==> src/rtl/samsung_ir_tx_if.sv <==
// Command/status bundle between the key/command stage and the Samsung IR transmitter.
interface samsung_ir_tx_if;
  logic [31:0] command;
  logic        ir_out;
  logic        envelope;
  logic        busy;
  logic        done;

  modport master (
    output command,
    input  ir_out,
    input  envelope,
    input  busy,
    input  done
  );

  modport slave (
    input  command,
    output ir_out,
    output envelope,
    output busy,
    output done
  );
endinterface

==> src/rtl/samsung_ir_tx.sv <==
// Samsung-format IR transmitter: leader, 32 pulse-distance bits (MSB first),
// stop mark and an enforced idle gap. Marks carry a 50% carrier; the raw
// envelope is exported alongside the modulated drive.
module samsung_ir_tx #(
  parameter int UNIT_CYCLES      = 28000,
  parameter int CARRIER_HALF     = 658,
  parameter int LEAD_UNITS       = 8,
  parameter int ONE_SPACE_UNITS  = 3,
  parameter int ZERO_SPACE_UNITS = 1,
  parameter int GAP_UNITS        = 80
) (
  input logic            clk,
  input logic            reset,
  samsung_ir_tx_if.slave bus
);

  localparam int CW  = (UNIT_CYCLES > 1) ? $clog2(UNIT_CYCLES) : 1;
  localparam int CAW = (CARRIER_HALF > 1) ? $clog2(CARRIER_HALF) : 1;
  localparam int M1  = (LEAD_UNITS > ONE_SPACE_UNITS) ? LEAD_UNITS : ONE_SPACE_UNITS;
  localparam int M2  = (ZERO_SPACE_UNITS > GAP_UNITS) ? ZERO_SPACE_UNITS : GAP_UNITS;
  localparam int MAX_UNITS = (M1 > M2) ? M1 : M2;
  localparam int UW  = $clog2(MAX_UNITS + 1);

  typedef enum logic [2:0] {
    IDLE, LEAD_MARK, LEAD_SPACE, BIT_MARK, BIT_SPACE, STOP_MARK, GAP
  } state_t;

  state_t           state_q, state_d;
  logic [31:0]      shift_q, shift_d;
  logic [4:0]       bit_idx_q, bit_idx_d;
  logic [CW-1:0]    cyc_q, cyc_d;
  logic [UW-1:0]    unit_q, unit_d;
  logic [CAW-1:0]   car_cnt_q, car_cnt_d;
  logic             phase_q, phase_d;

  logic [UW-1:0]    state_units;
  logic             unit_end;
  logic             state_end;
  logic             mark_q;
  logic             mark_d;

  // State, counters, shift register and carrier phase registers.
  always_ff @(posedge clk or posedge reset) begin
    if (reset) begin
      state_q   <= IDLE;
      shift_q   <= '0;
      bit_idx_q <= '0;
      cyc_q     <= '0;
      unit_q    <= '0;
      car_cnt_q <= '0;
      phase_q   <= 1'b0;
    end else begin
      state_q   <= state_d;
      shift_q   <= shift_d;
      bit_idx_q <= bit_idx_d;
      cyc_q     <= cyc_d;
      unit_q    <= unit_d;
      car_cnt_q <= car_cnt_d;
      phase_q   <= phase_d;
    end
  end

  // Length of the current state in units; a space after a '1' is longer.
  always_comb begin
    state_units = UW'(1);
    case (state_q)
      LEAD_MARK, LEAD_SPACE: state_units = UW'(LEAD_UNITS);
      BIT_SPACE:             state_units = shift_q[31] ? UW'(ONE_SPACE_UNITS)
                                                       : UW'(ZERO_SPACE_UNITS);
      GAP:                   state_units = UW'(GAP_UNITS);
      default:               state_units = UW'(1);
    endcase
  end

  assign unit_end  = (cyc_q == CW'(UNIT_CYCLES - 1));
  assign state_end = unit_end && (unit_q == state_units - UW'(1));

  // Next-state, unit timing and bit sequencing.
  always_comb begin
    state_d   = state_q;
    shift_d   = shift_q;
    bit_idx_d = bit_idx_q;
    cyc_d     = cyc_q;
    unit_d    = unit_q;

    if (state_q == IDLE) begin
      if (bus.command != 32'd0) begin
        state_d   = LEAD_MARK;
        shift_d   = bus.command;
        bit_idx_d = 5'd31;
        cyc_d     = '0;
        unit_d    = '0;
      end
    end else begin
      cyc_d  = unit_end ? '0 : cyc_q + CW'(1);
      unit_d = unit_end ? unit_q + UW'(1) : unit_q;
      if (state_end) begin
        cyc_d  = '0;
        unit_d = '0;
        case (state_q)
          LEAD_MARK:  state_d = LEAD_SPACE;
          LEAD_SPACE: state_d = BIT_MARK;
          BIT_MARK:   state_d = BIT_SPACE;
          BIT_SPACE: begin
            if (bit_idx_q == 5'd0) begin
              state_d = STOP_MARK;
            end else begin
              shift_d   = {shift_q[30:0], 1'b0};
              bit_idx_d = bit_idx_q - 5'd1;
              state_d   = BIT_MARK;
            end
          end
          STOP_MARK:  state_d = GAP;
          default:    state_d = IDLE;
        endcase
      end
    end
  end

  assign mark_q = (state_q == LEAD_MARK) || (state_q == BIT_MARK) || (state_q == STOP_MARK);
  assign mark_d = (state_d == LEAD_MARK) || (state_d == BIT_MARK) || (state_d == STOP_MARK);

  // Carrier: restart high at the first cycle of every mark, held low elsewhere.
  always_comb begin
    car_cnt_d = car_cnt_q;
    phase_d   = phase_q;
    if (!mark_d) begin
      car_cnt_d = '0;
      phase_d   = 1'b0;
    end else if (state_d != state_q) begin
      car_cnt_d = '0;
      phase_d   = 1'b1;
    end else if (car_cnt_q == CAW'(CARRIER_HALF - 1)) begin
      car_cnt_d = '0;
      phase_d   = ~phase_q;
    end else begin
      car_cnt_d = car_cnt_q + CAW'(1);
    end
  end

  // Outputs decode registered state only, so reset clears them at once.
  assign bus.envelope = mark_q;
  assign bus.ir_out   = mark_q & phase_q;
  assign bus.busy     = (state_q != IDLE);
  assign bus.done     = (state_q == GAP) && state_end;

endmodule

==> src/flat_wrapper.sv <==
// flat-port wrapper written by rule: the top's interface ports become plain ports
module samsung_ir_tx_flat 
#(
  parameter int UNIT_CYCLES      = 28000,
  parameter int CARRIER_HALF     = 658,
  parameter int LEAD_UNITS       = 8,
  parameter int ONE_SPACE_UNITS  = 3,
  parameter int ZERO_SPACE_UNITS = 1,
  parameter int GAP_UNITS        = 80
)
  (clk, reset, bus_command, bus_ir_out, bus_envelope, bus_busy, bus_done);
  samsung_ir_tx_if bus_i ();
  input logic clk;
  input logic reset;
  input wire logic [$bits(bus_i.command)-1:0] bus_command;
  output wire logic [$bits(bus_i.ir_out)-1:0] bus_ir_out;
  output wire logic [$bits(bus_i.envelope)-1:0] bus_envelope;
  output wire logic [$bits(bus_i.busy)-1:0] bus_busy;
  output wire logic [$bits(bus_i.done)-1:0] bus_done;
  assign bus_i.command = bus_command;
  assign bus_ir_out = bus_i.ir_out;
  assign bus_envelope = bus_i.envelope;
  assign bus_busy = bus_i.busy;
  assign bus_done = bus_i.done;
  samsung_ir_tx #(.UNIT_CYCLES(UNIT_CYCLES), .CARRIER_HALF(CARRIER_HALF), .LEAD_UNITS(LEAD_UNITS), .ONE_SPACE_UNITS(ONE_SPACE_UNITS), .ZERO_SPACE_UNITS(ZERO_SPACE_UNITS), .GAP_UNITS(GAP_UNITS)) u_core (.clk(clk), .reset(reset), .bus(bus_i));
endmodule
==> config.mk <==
export PLATFORM = sky130hd
export DESIGN_NAME = samsung_ir_tx_flat
export DESIGN_NICKNAME = d
export VERILOG_FILES = /design/src/rtl/samsung_ir_tx_if.sv /design/src/rtl/samsung_ir_tx.sv /design/src/flat_wrapper.sv
export SDC_FILE = /design/constraint.sdc
export NUM_CORES = 1
export LEC_CHECK = 0
export CAP_MARGIN = 5
export CORE_MARGIN = 1
export CORE_UTILIZATION = 58
export DETAILED_ROUTE_END_ITERATION = 10
export PLACE_DENSITY = 0.88
export SLEW_MARGIN = 20
export SYNTH_ARGS = -nofsm -noshare
export SYNTH_HDL_FRONTEND = slang
export SYNTH_SLANG_ARGS = --single-unit
==> constraint.sdc <==
create_clock -name clk -period 4 [get_ports clk]
set_input_delay 0.6 -clock clk [delete_from_list [all_inputs] [get_ports clk]]
set_output_delay 0.6 -clock clk [all_outputs]
set_load 0.01 [all_outputs]
==> flow_summary.toml, run 1 <==
[power]
vdd_drop_max_mv = 0.2293
power-per-cell-area_nw_per_um2 = 302.9
finalPower_mw = 1.427
p_leak_nw = 1.879

[worst_setup_path]
r2r_cells = 9
crit_start = "u_core.state_q[2]$_DFF_PP0_"
worstPathRequired_ns = 3.40
regToRegSetupSlack_ns = 0.80
crit_fanout = 14
reg2reg_to = "u_core.shift_q[29]$_DFFE_PP0P_"
cp.arrival_ns = 3.20
reg2reg_from = "u_core.state_q[2]$_DFF_PP0_"
end_kind = "output pin"
start_kind = "flop"
cp-endpoint = "bus_done"
worstSetupPathType = "flop to output pin"

[floorplanning]
die_h_um = 85.36
core_area_sq_um = 6756
row_count = 30
dieArea_sq_um = 7285
chipWidth_um = 85.36
start_util_pct = 59.65
ios = 38

[synthesis]
syn-instance-count = 442
avgSynthCellArea_sq_um = 9.118
synth_mux_area_share_pct = 9.190
seq_area_frac_synth_pct = 45.33
netlist_area_sq_um = 4030
synth_compound_area_share_pct = 7.699
synth_edf_count = 0
synth_fa_ha_area_share_pct = 1.863
synth-seq-cells = 73
synth_ff_type = "dfrtp_1"
synth_warnings = 0
synth_nets = 482
ys_types = 53
yosys.area_share.simple_pct = 28.41
synth_top_family_by_area = "simple AND/OR/NAND/NOR gates"
synth_xor_area_share_pct = 4.098
async_flop_share_pct = 100.0

[sta]
skew_ns = 0.01061
setup_viol_count_final = 0
maxSlewViolCount = 0
post-route-period-util_pct = 95.12
worst_slew_pin_slew_ns = 0.9846
max_freq_mhz = 262.8
finalHoldViolCount = 0
fin_crit_ns = 3.805
maxSlewHeadroom_pct = 34.00

[place]
gp_congestion = 0.8100
post-dp-hpwl_mm = 5.481
dpl_cell_area_sq_um = 4438
dpl.cell_count = 547
io_buffers = 37

[finish]
diodes = 0
fin_cells = 568
drive_gt1_share_pct = 9.631
fillerInstances = 506
final_cell_mix = "nand2_1 (124), dfrtp_1 (70), clkdlybuf4s50_1 (37)"
mostFrequentLayoutCell = "nand2_1"
nets = 523
final_cell_area_sq_um = 4711
areaGrowthSynthToFinish_pct = 16.89

[detailed_routing]
dr.pass1.iters = 5
drtIter0Drc = 232
wire_per_inst_um = 14.67
drcViolationCount = 0
num_vias = 3271
vias_per_cell = 5.759
wl_mm = 8.330
drtAntennaViolNets = 0

[grt]
grt_pass1_wl_mm = 13.68
grtUsageTotal_pct = 23.63
grt_start_max_net_pins = 56
antenna_found_initial = 0
grt_overflow = 0
grt_pass1_vias = 3101

[min_path]
min_path_type = "flop to flop"
hold_depth = 1

[clock_tree]
cts_buffer_depth = 2
cts_made_buffers = 9
clk_pin_slew_ns = 0.08
cts_tree = "yes"
cts_sinks = 73
cts_hold_buffers = 0
h-tree-depth = 3
clock_latency_ns = 0.35
cts-root-buf = "clkbuf_8"

[job]
drv_cap = 0

[outcome]
status = "complete, no violations"
-- per-stage QoR --
step	hold WS, ns	utilization [%]	setup slack, ns	setup TNS, ns
4_1_cts	0.4914	68.93	0.06395	0
3_3_place_gp	0.4667	65.69	0.5785	0
2_1_floorplan	0.4421	-	0.8691	0
5_1_grt	0.5066	69.72	-0.03720	-0.03720
3_5_place_dp	0.4746	65.69	0.4654	0
6_report	0.4927	69.72	0.1950	0
-- power breakdown --
group          leakage, nW  internal [mW]  switching [mW]
clock network       0.0991          0.353           0.281
logic                 1.02         0.0304          0.0244
registers            0.757          0.737               0
total                 1.88           1.12           0.306
-- sequential cells by signal (all words and copies together), names as in the netlist --
register,cells
u_core.state_q,3
u_core.bit_idx_q,5
u_core.unit_q,7
u_core.phase_q,1
u_core.car_cnt_q,10
u_core.cyc_q,15
u_core.shift_q,32
-- area by class of cell --
type / instances / area (sq um) / share of cell area (%)
sequential: 73 / 1831 / 38.86
clock inverter: 6 / 91.34 / 1.939
clock buffer: 10 / 127.6 / 2.709
multi-input combinational: 341 / 2078 / 44.12
tap: 80 / 100.1 / 2.125
timing repair buffer: 46 / 437.9 / 9.296
inverter: 12 / 45.04 / 0.9562
-- worst max-delay path, stage by stage (launching register included) --
cell,delay (ns)
dfrtp_2,0.51
or3b_4,0.45
nand2_1,0.09
ha_1,0.25
xor2_1,0.09
or3_1,0.41
a211oi_4,0.27
nand3_1,0.14
nor2_1,0.10
clkdlybuf4s50_1,0.53
-- repair_timing --
action                                  4_1_cts  5_1_grt
buffers inserted                              0        5
gates resized for setup                       0        5
endpoints found under the setup margin        0        1
-- how the worst min path moves through the flow --
stage | slack [ns] | from | to
2_1_floorplan | 0.44 | u_core.cyc_q[14]$_DFFE_PP0P_ | u_core.cyc_q[14]$_DFFE_PP0P_
3_3_place_gp | 0.47 | u_core.cyc_q[14]$_DFFE_PP0P_ | u_core.cyc_q[14]$_DFFE_PP0P_
3_5_place_dp | 0.47 | u_core.shift_q[15]$_DFFE_PP0P_ | u_core.shift_q[15]$_DFFE_PP0P_
4_1_cts | 0.49 | u_core.cyc_q[14]$_DFFE_PP0P_ | u_core.cyc_q[14]$_DFFE_PP0P_
5_1_grt | 0.51 | u_core.shift_q[14]$_DFFE_PP0P_ | u_core.shift_q[14]$_DFFE_PP0P_
6_report | 0.49 | u_core.shift_q[15]$_DFFE_PP0P_ | u_core.shift_q[15]$_DFFE_PP0P_
-- routing by layer --
layer	routed length (um)	GRT usage, %	part of all wire [%]	vias up
met5	0	0	0	-
met3	329	5.642	3.9	12
met2	4248	40.10	51	84
met4	135	8.182	1.6	0
li1	-	-	-	1593
met1	3617	29.75	43	1582
-- logic make-up (layout without fill, tap and decap cells) --
group,after synthesis,after routing
xor+xnor,18,18
compound gates,49,49
flops,73,73
buf+inv,28,74
mux,33,33
simple gates,235,235
fa+ha+maj,6,6
-- synthesized netlist by cell type (2+ instances only) --
cell | n | share of area (%)
xnor2_1 | 6 | 1.3
a21oi_1 | 2 | 0.25
or3_1 | 7 | 1.1
nor2_1 | 28 | 2.6
o31ai_1 | 3 | 0.56
ha_1 | 6 | 1.9
nand4_1 | 8 | 1.2
nand3b_1 | 3 | 0.56
and3_1 | 7 | 1.1
o211ai_1 | 3 | 0.56
inv_1 | 12 | 1.1
mux2_1 | 28 | 7.8
nor2b_1 | 3 | 0.47
and2_0 | 2 | 0.31
mux2_2 | 4 | 1.1
clkbuf_1 | 11 | 1.0
buf_8 | 2 | 0.75
nor3b_1 | 2 | 0.37
xor2_1 | 11 | 2.4
nor4_1 | 9 | 1.4
and2_1 | 4 | 0.62
buf_2 | 2 | 0.25
dfrtp_1 | 73 | 45
nand3_1 | 24 | 3.0
o21ai_0 | 31 | 3.8
nand2_1 | 124 | 12
Power figures use the tool's default switching activity.
==> run 2: changes to the inputs <==
--- a/config.mk
+++ b/config.mk
@@ -10,6 +10,7 @@
 export CORE_UTILIZATION = 58
 export DETAILED_ROUTE_END_ITERATION = 10
 export PLACE_DENSITY = 0.88
+export SKIP_CTS_REPAIR_TIMING = 1
 export SLEW_MARGIN = 20
 export SYNTH_ARGS = -nofsm -noshare
 export SYNTH_HDL_FRONTEND = slang
==> results of run 2 <==
The final DEF is identical to that of run 1; final timing and power are the same.
